===== config.mk =====
export PLATFORM = sky130hd
export DESIGN_NAME = spi_reg_bank_flat
export DESIGN_NICKNAME = d
export VERILOG_FILES = /design/src/rtl/spi_pkg.sv /design/src/rtl/spi_reg_bank_if.sv /design/src/rtl/spi_sync_edge.sv /design/src/rtl/spi_reg_bank.sv /design/src/flat_wrapper.sv
export SDC_FILE = /design/constraint.sdc
export NUM_CORES = 1
export LEC_CHECK = 0
export ABC_AREA = 1
export BUFFER_PORTS_ARGS = -buffer_cell sky130_fd_sc_hd__clkbuf_2
export CAP_MARGIN = 20
export CORE_MARGIN = 3
export CORE_UTILIZATION = 55
export CTS_CLUSTER_SIZE = 20
export DETAILED_ROUTE_END_ITERATION = 8
export PLACE_DENSITY_LB_ADDON = 0.1
export SYNTH_ARGS = -nofsm -noshare
export SYNTH_HDL_FRONTEND = slang
export SYNTH_SLANG_ARGS = --single-unit

===== constraint.sdc =====
create_clock -name clk -period 3.2 [get_ports clk]
set_input_delay 0.64 -clock clk [delete_from_list [all_inputs] [get_ports clk]]
set_output_delay 0.64 -clock clk [all_outputs]
set_load 0.03 [all_outputs]

===== src/rtl/spi_pkg.sv =====
// Shared frame-state encoding and frame-layout constants for the SPI register bank.
package spi_pkg;

  typedef enum logic [1:0] {
    ST_IDLE = 2'd0,
    ST_ADDR = 2'd1,
    ST_DATA = 2'd2,
    ST_DONE = 2'd3
  } frame_state_e;

  // R/W is the first bit on the wire; a 1 there means write
  localparam int unsigned RW_BIT_POS = 0;
  localparam logic        RW_WRITE   = 1'b1;

endpackage


===== src/rtl/spi_reg_bank_if.sv =====
// SPI pin bundle: the controller drives SCLK/nCS/COPI, the register bank drives CIPO/cipo_oe.
interface spi_reg_bank_if;

  logic SCLK;
  logic nCS;
  logic COPI;
  logic CIPO;
  logic cipo_oe;

  modport master (output SCLK, output nCS, output COPI, input CIPO, input cipo_oe);
  modport slave  (input SCLK, input nCS, input COPI, output CIPO, output cipo_oe);

endinterface


===== src/rtl/spi_sync_edge.sv =====
// Multi-flop synchroniser for one asynchronous SPI pin, with rise/fall strobes
// derived from the synchronised level only.
module spi_sync_edge #(
  parameter int unsigned STAGES  = 2,
  parameter logic        RST_VAL = 1'b0
) (
  input  logic clk,
  input  logic rst_n,
  input  logic async_i,
  output logic sync_o,
  output logic rise_o,
  output logic fall_o
);

  logic [STAGES-1:0] chain_q;
  logic              prev_q;

  // synchroniser chain plus one history flop for edge detection
  always_ff @(posedge clk or negedge rst_n) begin
    if (!rst_n) begin
      chain_q <= {STAGES{RST_VAL}};
      prev_q  <= RST_VAL;
    end else begin
      chain_q <= {chain_q[STAGES-2:0], async_i};
      prev_q  <= chain_q[STAGES-1];
    end
  end

  assign sync_o = chain_q[STAGES-1];
  assign rise_o = chain_q[STAGES-1] & ~prev_q;
  assign fall_o = ~chain_q[STAGES-1] & prev_q;

endmodule


===== src/rtl/spi_reg_bank.sv =====
// SPI mode-0 register bank: frames of R/W, address and data bits, MSB first,
// written into or read from NUM_REGS registers; everything runs on clk.
module spi_reg_bank
  import spi_pkg::*;
#(
  parameter int unsigned NUM_REGS    = 5,
  parameter int unsigned DATA_W      = 8,
  parameter int unsigned ADDR_W      = 7,
  parameter int unsigned SYNC_STAGES = 2
) (
  input  logic                       clk,
  input  logic                       rst_n,
  spi_reg_bank_if.slave              spi,
  output logic [NUM_REGS*DATA_W-1:0] regs_o,
  output logic [NUM_REGS-1:0]        wr_pulse_o,
  output logic                       frame_err_o
);

  localparam int unsigned      LAST_BIT     = ADDR_W + DATA_W;
  localparam int unsigned      CNT_W        = $clog2(LAST_BIT + 1);
  localparam int unsigned      RW_IDX       = ADDR_W - RW_BIT_POS;
  localparam logic [CNT_W-1:0] CNT_HDR_LAST = CNT_W'(ADDR_W);
  localparam logic [CNT_W-1:0] CNT_LAST     = CNT_W'(LAST_BIT);

  logic sclk_rise_s, sclk_fall_s, ncs_rise_s, ncs_fall_s, copi_s;
  logic sclk_lvl_unused_s, ncs_lvl_unused_s, copi_rise_unused_s, copi_fall_unused_s;

  frame_state_e      state_q, state_d;
  logic [CNT_W-1:0]  cnt_q;
  logic [ADDR_W-1:0] hdr_q, addr_q;
  logic [DATA_W-1:0] dat_q, rd_q, wdata_s, snap_s;
  logic [DATA_W-1:0] regs_q [NUM_REGS];
  logic [NUM_REGS-1:0] wr_pulse_q;
  logic rw_q, in_range_q, frame_err_q, cipo_q, cipo_oe_q;

  logic [ADDR_W:0]   hdr_full_s;
  logic [ADDR_W-1:0] addr_s;
  logic rw_s, in_range_s;
  logic hdr_shift_s, hdr_done_s, dat_shift_s, dat_done_s, drive_s, abort_s;

  spi_sync_edge #(.STAGES(SYNC_STAGES), .RST_VAL(1'b0)) u_sync_sclk (
    .clk(clk), .rst_n(rst_n), .async_i(spi.SCLK),
    .sync_o(sclk_lvl_unused_s), .rise_o(sclk_rise_s), .fall_o(sclk_fall_s));

  spi_sync_edge #(.STAGES(SYNC_STAGES), .RST_VAL(1'b1)) u_sync_ncs (
    .clk(clk), .rst_n(rst_n), .async_i(spi.nCS),
    .sync_o(ncs_lvl_unused_s), .rise_o(ncs_rise_s), .fall_o(ncs_fall_s));

  spi_sync_edge #(.STAGES(SYNC_STAGES), .RST_VAL(1'b0)) u_sync_copi (
    .clk(clk), .rst_n(rst_n), .async_i(spi.COPI),
    .sync_o(copi_s), .rise_o(copi_rise_unused_s), .fall_o(copi_fall_unused_s));

  // the bit arriving on this edge completes the header / data word
  assign hdr_full_s = {hdr_q, copi_s};
  assign rw_s       = hdr_full_s[RW_IDX];
  assign addr_s     = hdr_full_s[ADDR_W-1:0];
  assign in_range_s = (32'(addr_s) < NUM_REGS);
  assign wdata_s    = DATA_W'({dat_q, copi_s});
  assign hdr_done_s = hdr_shift_s && (cnt_q == CNT_HDR_LAST);
  assign dat_done_s = dat_shift_s && (cnt_q == CNT_LAST);

  // frame state register
  always_ff @(posedge clk or negedge rst_n) begin
    if (!rst_n) begin
      state_q <= ST_IDLE;
    end else begin
      state_q <= state_d;
    end
  end

  // frame state transitions; nCS rising always wins over an SCLK edge
  always_comb begin
    state_d = state_q;
    case (state_q)
      ST_IDLE: if (ncs_fall_s) state_d = ST_ADDR; else state_d = ST_IDLE;
      ST_ADDR: begin
        if (ncs_rise_s) state_d = ST_IDLE;
        else if (sclk_rise_s && (cnt_q == CNT_HDR_LAST)) state_d = ST_DATA;
        else state_d = ST_ADDR;
      end
      ST_DATA: begin
        if (ncs_rise_s) state_d = ST_IDLE;
        else if (sclk_rise_s && (cnt_q == CNT_LAST)) state_d = ST_DONE;
        else state_d = ST_DATA;
      end
      ST_DONE: if (ncs_rise_s) state_d = ST_IDLE; else state_d = ST_DONE;
      default: state_d = ST_IDLE;
    endcase
  end

  // per-state datapath strobes
  always_comb begin
    hdr_shift_s = 1'b0;
    dat_shift_s = 1'b0;
    drive_s     = 1'b0;
    abort_s     = 1'b0;
    case (state_q)
      ST_ADDR: begin
        abort_s     = ncs_rise_s;
        hdr_shift_s = sclk_rise_s & ~ncs_rise_s;
      end
      ST_DATA: begin
        abort_s     = ncs_rise_s;
        dat_shift_s = sclk_rise_s & ~ncs_rise_s;
        drive_s     = sclk_fall_s & ~ncs_rise_s & (rw_q != RW_WRITE);
      end
      default: abort_s = 1'b0;
    endcase
  end

  // read mux; an out-of-range address matches nothing and reads as zero
  always_comb begin
    snap_s = '0;
    for (int unsigned k = 0; k < NUM_REGS; k++) begin
      snap_s = snap_s | ({DATA_W{32'(addr_s) == k}} & regs_q[k]);
    end
  end

  // bit counter, shift registers, register file and output flops
  always_ff @(posedge clk or negedge rst_n) begin
    if (!rst_n) begin
      cnt_q       <= '0;
      hdr_q       <= '0;
      addr_q      <= '0;
      dat_q       <= '0;
      rd_q        <= '0;
      rw_q        <= 1'b0;
      in_range_q  <= 1'b0;
      wr_pulse_q  <= '0;
      frame_err_q <= 1'b0;
      cipo_q      <= 1'b0;
      cipo_oe_q   <= 1'b0;
      for (int unsigned k = 0; k < NUM_REGS; k++) regs_q[k] <= '0;
    end else begin
      wr_pulse_q  <= '0;
      frame_err_q <= 1'b0;
      if (state_d == ST_IDLE) cnt_q <= '0;
      else if (hdr_shift_s || (dat_shift_s && !dat_done_s)) cnt_q <= cnt_q + CNT_W'(1);
      if (hdr_shift_s) hdr_q <= hdr_full_s[ADDR_W-1:0];
      if (hdr_done_s) begin
        rw_q       <= rw_s;
        addr_q     <= addr_s;
        in_range_q <= in_range_s;
        rd_q       <= (rw_s == RW_WRITE) ? '0 : snap_s;
        cipo_oe_q  <= (rw_s != RW_WRITE);
      end
      if (dat_shift_s) dat_q <= wdata_s;
      if (drive_s) begin
        cipo_q <= rd_q[DATA_W-1];
        rd_q   <= rd_q << 1;
      end
      if (dat_done_s) begin
        cipo_oe_q <= 1'b0;
        cipo_q    <= 1'b0;
        if (!in_range_q) frame_err_q <= 1'b1;
        if (in_range_q && (rw_q == RW_WRITE)) begin
          for (int unsigned k = 0; k < NUM_REGS; k++) begin
            if (32'(addr_q) == k) begin
              regs_q[k]     <= wdata_s;
              wr_pulse_q[k] <= 1'b1;
            end
          end
        end
      end
      if (abort_s) begin
        frame_err_q <= 1'b1;
        cipo_oe_q   <= 1'b0;
        cipo_q      <= 1'b0;
      end
    end
  end

  // flatten the register file onto the output bus
  always_comb begin
    regs_o = '0;
    for (int unsigned k = 0; k < NUM_REGS; k++) regs_o[k*DATA_W +: DATA_W] = regs_q[k];
  end

  assign wr_pulse_o  = wr_pulse_q;
  assign frame_err_o = frame_err_q;
  assign spi.CIPO    = cipo_q;
  assign spi.cipo_oe = cipo_oe_q;

endmodule


===== src/flat_wrapper.sv =====
// flat-port wrapper written by rule: the top's interface ports become plain ports
module spi_reg_bank_flat import spi_pkg::*;
#(
  parameter int unsigned NUM_REGS    = 5,
  parameter int unsigned DATA_W      = 8,
  parameter int unsigned ADDR_W      = 7,
  parameter int unsigned SYNC_STAGES = 2
)
  (clk, rst_n, regs_o, wr_pulse_o, frame_err_o, spi_SCLK, spi_nCS, spi_COPI, spi_CIPO, spi_cipo_oe);
  spi_reg_bank_if spi_i ();
  input  logic clk;
  input  logic rst_n;
  output logic [NUM_REGS*DATA_W-1:0] regs_o;
  output logic [NUM_REGS-1:0] wr_pulse_o;
  output logic frame_err_o;
  input wire logic [$bits(spi_i.SCLK)-1:0] spi_SCLK;
  input wire logic [$bits(spi_i.nCS)-1:0] spi_nCS;
  input wire logic [$bits(spi_i.COPI)-1:0] spi_COPI;
  output wire logic [$bits(spi_i.CIPO)-1:0] spi_CIPO;
  output wire logic [$bits(spi_i.cipo_oe)-1:0] spi_cipo_oe;
  assign spi_i.SCLK = spi_SCLK;
  assign spi_i.nCS = spi_nCS;
  assign spi_i.COPI = spi_COPI;
  assign spi_CIPO = spi_i.CIPO;
  assign spi_cipo_oe = spi_i.cipo_oe;
  spi_reg_bank #(.NUM_REGS(NUM_REGS), .DATA_W(DATA_W), .ADDR_W(ADDR_W), .SYNC_STAGES(SYNC_STAGES)) u_core (.clk(clk), .rst_n(rst_n), .spi(spi_i), .regs_o(regs_o), .wr_pulse_o(wr_pulse_o), .frame_err_o(frame_err_o));
endmodule

==> results of run 1 <==
==> state kept, by name, indices dropped and copies added (netlist names), 2 cells and up <==
register,cells
u_core.hdr_q,7
u_core.u_sync_copi.chain_q,2
u_core.dat_q,7
u_core.wr_pulse_o,5
u_core.state_q,2
u_core.addr_q,7
u_core.rd_q,8
u_core.u_sync_ncs.chain_q,2
u_core.regs_o,40
u_core.cnt_q,4
u_core.u_sync_sclk.chain_q,2
==> power by group through the flow <==
| stage | clock (W) | combinational (W) | sequential [W] |
|---|---|---|---|
| floorplan | 0 | 0.000343 | 0.00128 |
| global placement | 0 | 0.000467 | 0.00129 |
| detailed placement | 0 | 0.000476 | 0.00129 |
| CTS | 0.000805 | 0.000475 | 0.00127 |
| global route | 0.000847 | 0.000539 | 0.00128 |
| finish | 0.000794 | 0.000480 | 0.00127 |
==> through the flow <==
stage | setup WS (ps) | utilization, % | hold slack [ps] | total power, W
global placement | 1280 | 62.0 | 335 | 0.00176
finish | 1200 | 64.7 | 304 | 0.00254
floorplan | 1620 | - | 331 | 0.00163
CTS | 1200 | 64.7 | 336 | 0.00255
detailed placement | 1220 | 62.0 | 339 | 0.00177
global route | 926 | 64.7 | 351 | 0.00266
==> cell families after synthesis <==
logic type,count (synthesis),share of synthesized area [%]
buffers and inverters,71,7.33
AND/OR/NAND/NOR,227,25.3
XOR/XNOR,1,0.204
AO/OA/AOI/OAI,76,11.3
flip-flops,93,54.4
adder cells (fa/ha/maj),5,1.46
==> cell type report <==
class / instances / share of cell area (%)
clock buffer: 11 / 2.95
tap: 99 / 2.58
sequential: 93 / 48.6
timing repair buffer: 54 / 5.79
inverter: 58 / 4.59
clock inverter: 5 / 1.25
multi-input combinational: 309 / 34.2
==> synth_stat cells <==
library cell	number
o22ai_1	7
dfstp_2	3
inv_2	3
nor3_4	1
nand2_1	120
nand3_2	1
inv_4	1
xnor2_1	1
nor4_2	1
nor2_2	1
nand2_4	1
o21ai_1	11
ha_1	5
a21oi_1	2
nor4_1	1
buf_6	5
o21ai_2	24
buf_4	1
clkbuf_1	4
nand4_1	5
nor2_1	13
nand3b_1	1
o21ai_0	31
nand3_4	2
nor3_1	2
nor4_4	1
nand3_1	67
buf_2	3
dfrtp_1	90
nand2_2	6
a21oi_2	1
inv_1	54
nor2_4	4
==> layer usage <==
layer / track usage [%] / part of all wire [%] / up-vias / routed length, um
met5: 0 / 0 / - / 0
met1: 35.2 / 48 / 1601 / 4640
met3: 6.41 / 6.2 / 9 / 601
li1: - / - / 1652 / -
met4: 6.26 / 0.91 / 0 / 88
met2: 35.0 / 45 / 97 / 4370
==> worst max-delay path: stages, from the launching register on <==
cell and delay [ps]:
dfstp_2 530, inv_1 60, nand2_1 120, nand2_2 120
nor2_4 290, nand2_2 280, nand2_1 270, o22ai_1 100
inv_1 60, nand2_1 50
==> final timing paths <==
kind | start | end | slack (ps) | depth (start not counted)
max in group asynchronous | rst_n | u_core.u_sync_ncs.chain_q[1] | 2100 | 2
max reg2reg | u_core.u_sync_ncs.prev_q | u_core.rd_q[4] | 1200 | 9
min reg2reg | u_core.u_sync_copi.chain_q[0] | u_core.u_sync_copi.chain_q[1] | 360 | 0
max | u_core.u_sync_ncs.prev_q | u_core.rd_q[4] | 1200 | 9
min | rst_n | u_core.cnt_q[2] | 300 | 1
min in group clk | u_core.u_sync_copi.chain_q[0] | u_core.u_sync_copi.chain_q[1] | 360 | 0
==> parameters.txt, run 1 <==
Parameter                              Value

STA
  Fmax    500 MHz
  Final critical delay including setup and external delays    2000 ps
  Clock Skews    12.6 ps
  Slew headroom    36.9%
  Final setup vio count    0
  Tcrit/Tclk final    62.5%
  Final-report max-slew violation count    0
  Aggregate negative setup slack    0 ps
  Worst-Margin Slew    943 ps
  Unrepaired setup endpoints after global routing    false
  Number of endpoints with negative hold slack in the final report    0

Layout
  Fillers    641
  Fraction of layout cells with a size suffix above 1    22.5%
  Most frequent cells in the layout    nand2_1, dfrtp_1, nand3_1
  Flip-flop and latch area    2330 um^2
  Multi-input gate area in the final layout    1640 um^2
  Post-layout instance count excluding filler cells    629
  Most common cell after layout, fill and taps aside    nand2_1
  P&R area growth vs syn    11.9%
  Layout Cell Area excl Fill    4790 um^2
  ANT cells    0
  Post-layout net count    535

Yosys
  Synth area leader    dfrtp_1
  Count of mapped cells out of synthesis    473
  Ys Warns    0
  Area share of the largest cell type after synthesis    52.6%
  Sequential share of the synthesized area    54.4%
  Post-Syn Area    4280 um^2
  Synthesis-stage register bit count    93
  Leading cell types by total area after synthesis    dfrtp_1, nand2_1, nand3_1, o21ai_2, inv_1
  Mean instance size in the synthesized netlist    9.06 um^2
  Post-synthesis net count    483
  Number of unique standard cell types used by synthesis    33

Floorplan
  Height of the chip    94.3 um
  Core Area    7410 um^2
  Total Die Area    8880 um^2
  I/O pin cnt    53
  Effective utilization at floorplan    57.8%
  Row count    31
  Chip Width    94.3 um

Power
  Switch share    33.3%
  Net Sw Power    0.000845 W
  Largest voltage drop on the vdd net    0.297 mV
  Share of power burned in the clock network    31.3%
  Portion of total power attributed to combinational logic    18.9%
  Cell Pwr Density    530 nW/um^2
  Flop pwr share    49.9%
  Leakage power figure    2.43 nW
  Internal power    0.00170 W

Route
  Number of remaining DRC errors    0
  Detail Route Antenna Nets    0
  Wire length per cell after detailed routing    15.4 um
  First-iteration detailed-routing DRC count    280
  Number of search-and-repair iterations in the first detailed-routing pass    5
  WL final    9710 um
  Vias after detailed routing    3,359
  Post-detailed-route via-to-cell ratio    5.34

CTS
  Max H-tree Level    3
  Reg clk slew, reported paths    80 ps
  Worst-skew pair later-pin latency    360 ps
  Quantity of gates resized following cts    0
  CTS tree    built
  Post-CTS setup repair buffer count    0
  Num CTS Buffers    9
  Hold-fix buffers, CTS    0
  Clock Path Buffers    2
  CTS root buf    clkbuf_8
  Clock sink total    93

Placement
  Area of placed instances    4590 um^2
  HPWL after DPL    6990 um
  Input/output buffers    52
  Placed cell count    613
  RD Place Congestion    0.831

Global route
  Pin count of the biggest net entering global routing    54
  Wire length of the first global-routing pass    16,200 um
  Leftover overflow at the end of global routing    0
  Global router's overall resource usage    23.9%
  Number of global-route vias before repair    3,254
  Number of antenna violations at the first check in global routing    0

Flow run
  Maxcap violations    0

Critical path
  Startpoint kind of the worst setup timing path    register
  Type of destination of the critical path    register
  Crit path DAT    2240 ps
  Type of the setup path with the least slack    reg2reg
  Highest fanout seen on the critical path    15
  Critical Path RT    3440 ps

Outcome
  Status    finished clean

Min path
  Worst hold path type    in2async
No activity file was read; power rests on OpenSTA's default activity.
==> run 2, diff against run 1 <==
==> constraint.sdc (replaced) <==
create_clock -name clk -period 2 [get_ports clk]
set_input_delay 0.4 -clock clk [delete_from_list [all_inputs] [get_ports clk]]
set_output_delay 0.4 -clock clk [all_outputs]
set_load 0.03 [all_outputs]
==> parameters.txt, run 2 (synthesis gave the netlist of run 1 again) <==
Parameter                              Value

Global route
  Leftover overflow at the end of global routing    0 (unchanged)
  Wire length of the first global-routing pass    16,200 um (-0.55%)
  Peak-usage layer in the global routing report    met2
  Met3 Usage GRT    3.21% (-3.2 points)
  Global router's overall resource usage    23.8% (-0.12 points)
  Met2 track utilization from global routing    35.8% (+0.71 points)
  Number of antenna violations at the first check in global routing    0 (unchanged)
  Pin count of the biggest net entering global routing    40 (-26%)
  Global routing usage on met1    35.6% (+0.39 points)
  Number of global-route vias before repair    3,229 (-0.77%)

Outcome
  Status    finished clean

Floorplan
  I/O pin cnt    53 (unchanged)
  Chip Width    94.3 um (unchanged)
  Row count    31 (unchanged)
  Core Area    7410 um^2 (unchanged)
  Effective utilization at floorplan    57.8% (unchanged)
  Total Die Area    8880 um^2 (unchanged)
  Height of the chip    94.3 um (unchanged)

Critical path
  Startpoint kind of the worst setup timing path    register
  Highest fanout seen on the critical path    17 (+2)
  Critical path startpoint    u_core.state_q[0]
  Type of destination of the critical path    register
  CP max stage cell    dfrtp_1
  Critical path's most frequent cell    inv_1
  FF-to-FF Start    u_core.state_q[0]
  Delay of the slowest cell on the worst path    410 ps (-120 ps)
  Crit path DAT    2040 ps (-200 ps)
  Critical Path RT    2240 ps (-1200 ps)
  Chain of cells forming the critical path    inv_1 -> ha_1 -> inv_1 -> a21oi_2 -> nand3_2 -> clkinv_4 -> nand3_4 -> nand2_1 -> o21ai_2
  Type of the setup path with the least slack    reg2reg

CTS
  CTS tree    built
  Max H-tree Level    3 (unchanged)
  Clock Path Buffers    2 (unchanged)
  Num CTS Buffers    9 (unchanged)
  Clock sink total    93 (unchanged)
  CTS root buf    clkbuf_8
  Reg clk slew, reported paths    80 ps (about the same)
  Worst-skew pair later-pin latency    360 ps (about the same)
  Post-CTS setup repair buffer count    0 (unchanged)

Power
  Leakage power figure    2.52 nW (+3.8%)
  Largest voltage drop on the vdd net    0.507 mV (+70%)
  Cell Pwr Density    847 nW/um^2 (+60%)

STA
  Unrepaired setup endpoints after global routing    true
  Aggregate negative setup slack    0 ps (unchanged)
  Worst-Margin Slew    542 ps (-401 ps)
  Final critical delay including setup and external delays    1800 ps (-199 ps)
  Slew headroom    63.5% (+27 points)
  Clock Skews    12.9 ps (+0.301 ps)
  Fmax    555 MHz (+11%)
  Crit path setup slack, layout    200 ps (-1000 ps)
  Worst slack on hold paths    121 ps (-183 ps)
  Number of endpoints with negative hold slack in the final report    0 (unchanged)
  Final-report max-slew violation count    0 (unchanged)
  Final setup vio count    0 (unchanged)
  Tcrit/Tclk final    90.0% (+28 points)

Layout
  Fraction of layout cells with a size suffix above 1    23.9% (+1.4 points)
  Most common cell after layout, fill and taps aside    nand2_1
  Number of flip-flops in the largest register    40 (unchanged)
  Most frequent cells in the layout    nand2_1, dfrtp_1, nand3_1
  Layout Cell Area excl Fill    4900 um^2 (+2.2%)
  Post-layout net count    545 (+1.9%)
  P&R area growth vs syn    14.3%
  Fillers    615 (-4.1%)
  ANT cells    0 (unchanged)

Placement
  Area of placed instances    4670 um^2 (+1.7%)
  HPWL after DPL    7020 um (+0.54%)
  RD Place Congestion    0.826 (-0.54%)
  Input/output buffers    52 (unchanged)
  Post-Place Worst Slack    127 ps (-1090 ps)

Route
  Vias after detailed routing    3,453 (+2.8%)
  Number of remaining DRC errors    0 (unchanged)
  WL final    9710 um (unchanged)
  Detail Route Antenna Nets    0 (unchanged)
  Post-detailed-route via-to-cell ratio    5.40 (+1.2%)
  First-iteration detailed-routing DRC count    198 (-29%)
  Wire length per cell after detailed routing    15.2 um (-1.6%)
  Number of search-and-repair iterations in the first detailed-routing pass    5 (unchanged)

Flow run
  Maxcap violations    0 (unchanged)

Min path
  Startpoint of the worst hold path    spi_nCS
  Worst hold path type    in2reg
-- run 2: final cells by class --
| class | instances | area, um^2 | area share, % |
|---|---|---|---|
| inverters | 58 | 223 | 4.55 |
| multi-input cells | 309 | 1650 | 33.7 |
| clock buffers | 11 | 141 | 2.89 |
| repair buffers | 64 | 368 | 7.51 |
| clock inverters | 5 | 58.8 | 1.20 |
| well taps | 99 | 124 | 2.53 |
| flip-flops and latches | 93 | 2330 | 47.6 |
-- run 2: where the power goes --
group / internal (W) / leakage (nW) / switching, W
clock network: 0.000615 / 0.0959 / 0.000651
registers: 0.00196 / 1.27 / 0.0000665
logic: 0.000219 / 1.15 / 0.000634
total: 0.00280 / 2.52 / 0.00135
-- run 2: layer usage --
layer | part of all wire (%) | wire length, um
met2 | 45 | 4400
met1 | 48 | 4660
met5 | 0 | 0
met3 | 5.3 | 511
met4 | 1.4 | 138
-- run 2: critical path, delay by kind of cell (launching register included) --
| family | cells | cell delay (ps) |
|---|---|---|
| compound gates | 2 | 220 |
| fa+ha+maj | 1 | 160 |
| buf+inv | 3 | 340 |
| flops | 1 | 410 |
| simple gates | 3 | 550 |
-- run 2: through the flow --
stage	std cells	power, W	util (%)
2_1_floorplan	473	0.00260	-
3_3_place_gp	622	0.00288	63.1
3_5_place_dp	622	0.00291	63.1
4_1_cts	639	0.00416	65.9
5_1_grt	639	0.00434	66.1
6_report	639	0.00415	66.1
-- run 2: timing repair --
action,CTS,global route
hold endpoints to repair,26,0
hold buffers,1,0
endpoints found under the setup margin,0,33
gates resized for setup,0,5
-- run 2: final timing paths --
path / to / slack, ps / cells after the start
min in group asynchronous: u_core.spi.cipo_oe / 530 / 2
hold / removal: u_core.u_sync_ncs.chain_q[0] / 120 / 1
max in group asynchronous: u_core.hdr_q[0] / 820 / 3
hold reg to reg: u_core.u_sync_ncs.chain_q[1] / 360 / 0
setup reg to reg: u_core.regs_o[34] / 200 / 9
setup / recovery: u_core.regs_o[34] / 200 / 9
==> run 3, diff against run 2 <==
--- a/config.mk
+++ b/config.mk
@@ -10,6 +10,7 @@
 export CAP_MARGIN = 20
 export CORE_MARGIN = 3
 export CORE_UTILIZATION = 55
+export CTS_BUF_LIST = sky130_fd_sc_hd__clkbuf_8 sky130_fd_sc_hd__clkbuf_16
 export CTS_CLUSTER_SIZE = 20
 export DETAILED_ROUTE_END_ITERATION = 8
 export PLACE_DENSITY_LB_ADDON = 0.1
==> parameters.txt, run 3 (synthesis gave the netlist of run 1 again) <==
Parameter                              Value

Outcome
  Status    finished clean

STA
  Final critical delay including setup and external delays    1800 ps (-2.00 ps)
  Final setup vio count    0 (unchanged)
  Final-report max-slew violation count    0 (unchanged)
  Unrepaired setup endpoints after global routing    true
  Number of endpoints with negative hold slack in the final report    0 (unchanged)
  Fmax    556 MHz (+0.11%)
  Clock Skews    13.6 ps (+0.654 ps)
  Slew headroom    63.6% (about the same)
  Tcrit/Tclk final    89.9% (-0.10 points)
  Worst-Margin Slew    541 ps (-0.864 ps)
  Worst slack on hold paths    122 ps (+0.980 ps)

Critical path
  Highest fanout seen on the critical path    17 (unchanged)
  Type of destination of the critical path    register
  Startpoint kind of the worst setup timing path    register
  Chain of cells forming the critical path    inv_1 -> ha_1 -> inv_1 -> a21oi_2 -> nand3_2 -> clkinv_4 -> nand3_4 -> nand2_1 -> o21ai_2
  Critical Path RT    2240 ps (about the same)
  Type of the setup path with the least slack    reg2reg
  Count of buffer and inverter cells on the critical path    3 (unchanged)
  Critical path's most frequent cell    inv_1
  Kind of cell adding the most delay to the critical path    simple AND/OR/NAND/NOR gates
  Crit path DAT    2030 ps (about the same)
  Delay of the slowest cell on the worst path    410 ps (about the same)
  CP max stage cell    dfrtp_1

Placement
  RD Place Congestion    0.826 (unchanged)
  Input/output buffers    52 (unchanged)
  Placed cell count    622 (unchanged)
  HPWL after DPL    7020 um (unchanged)

Layout
  Fraction of layout cells with a size suffix above 1    23.9% (unchanged)
  Number of flip-flops in the largest register    40 (unchanged)
  Most common cell after layout, fill and taps aside    nand2_1
  Post-layout net count    545 (unchanged)
  P&R area growth vs syn    14.3% (unchanged)
  Post-layout instance count excluding filler cells    639 (unchanged)
  ANT cells    0 (unchanged)
  Most frequent cells in the layout    nand2_1, dfrtp_1, nand3_1

CTS
  Clock sink total    93 (unchanged)
  Num CTS Buffers    9 (unchanged)
  Max H-tree Level    3 (unchanged)
  Reg clk slew, reported paths    80 ps (about the same)
  CTS root buf    clkbuf_8
  Worst-skew pair later-pin latency    360 ps (about the same)
  CTS tree    built
  Clock Path Buffers    2 (unchanged)
  Post-CTS setup repair buffer count    0 (unchanged)

Floorplan
  I/O pin cnt    53 (unchanged)
  Chip Width    94.3 um (unchanged)
  Core Area    7410 um^2 (unchanged)
  Height of the chip    94.3 um (unchanged)
  Effective utilization at floorplan    57.8% (unchanged)
  Row count    31 (unchanged)
  Total Die Area    8880 um^2 (unchanged)

Global route
  Leftover overflow at the end of global routing    0 (unchanged)
  Pin count of the biggest net entering global routing    40 (unchanged)
  Wire length of the first global-routing pass    16,200 um (unchanged)
  Number of antenna violations at the first check in global routing    0 (unchanged)
  Number of global-route vias before repair    3,229 (unchanged)
  Global router's overall resource usage    23.8% (unchanged)

Route
  Detail Route Antenna Nets    0 (unchanged)
  First-iteration detailed-routing DRC count    199 (+0.51%)
  Number of search-and-repair iterations in the first detailed-routing pass    5 (unchanged)
  WL final    9690 um (-0.19%)
  Post-detailed-route via-to-cell ratio    5.40 (about the same)
  Number of remaining DRC errors    0 (unchanged)
  Wire length per cell after detailed routing    15.2 um (-0.19%)
  Vias after detailed routing    3,452 (-0.029%)

Min path
  Worst hold path type    in2reg

Power
  Largest voltage drop on the vdd net    0.509 mV (+0.40%)
  Leakage power figure    2.53 nW (+0.16%)
  Cell Pwr Density    846 nW/um^2 (-0.14%)

Flow run
  Maxcap violations    0 (unchanged)
-- run 3: cell types whose count changed in the layout (fill, tap and decap cells not counted), sizes merged --
cell / delta
clkbuf: -1
inv: +1
-- run 3: worst paths after layout --
| path | start | endpoint | slack [ps] | depth (start not counted) |
|---|---|---|---|---|
| setup / recovery | u_core.state_q[0] | u_core.regs_o[34] | 200 | 9 |
| hold / removal | spi_nCS | u_core.u_sync_ncs.chain_q[0] | 120 | 1 |
| setup reg to reg | u_core.state_q[0] | u_core.regs_o[34] | 200 | 9 |
| hold reg to reg | u_core.u_sync_ncs.chain_q[0] | u_core.u_sync_ncs.chain_q[1] | 360 | 0 |
| max in group asynchronous | rst_n | u_core.hdr_q[0] | 810 | 3 |
| min in group asynchronous | rst_n | u_core.spi.cipo_oe | 530 | 2 |
-- run 3: power by group --
group	leakage, nW	internal (W)	total (W)	switching [W]
Clock	0.100	0.000610	0.00126	0.000649
Sequential	1.27	0.00196	0.00203	0.0000665
Combinational	1.15	0.000219	0.000854	0.000635
-- run 3: routing by layer --
metal	share of wire, %	track usage (%)	routed length [um]	vias to the layer above
li1	-	-	-	1666
met1	48	35.6	4660	1655
met2	45	35.8	4380	117
met3	5.1	3.21	494	14
met4	1.5	7.94	145	0
met5	0	0	0	-
-- run 3: cell type report --
| class | count | area (um^2) |
|---|---|---|
| clock buffer | 10 | 138 |
| clock inverter | 6 | 62.6 |
| fill | 615 | 2510 |
| inverter | 58 | 223 |
| multi-input combinational | 309 | 1650 |
| sequential | 93 | 2330 |
| tap | 99 | 124 |
| timing repair buffer | 64 | 368 |
-- run 3: metrics by stage --
step	power (W)	setup TNS [ps]	worst slack, ps	area (um^2)	util, %
3_5_place_dp	0.00291	0	127	4670	63.1
5_1_grt	0.00434	-16.1	-16.1	4900	66.1
2_1_floorplan	0.00260	0	417	4280	-
4_1_cts	0.00415	0	106	4880	65.9
3_3_place_gp	0.00288	0	206	4670	63.1
6_report	0.00414	0	202	4900	66.1
-- run 3: repair_timing --
item | CTS | global route
hold endpoints to repair | 26 | 0
gates resized for setup | 0 | 5
hold buffers | 1 | 0
setup endpoints to repair | 0 | 33
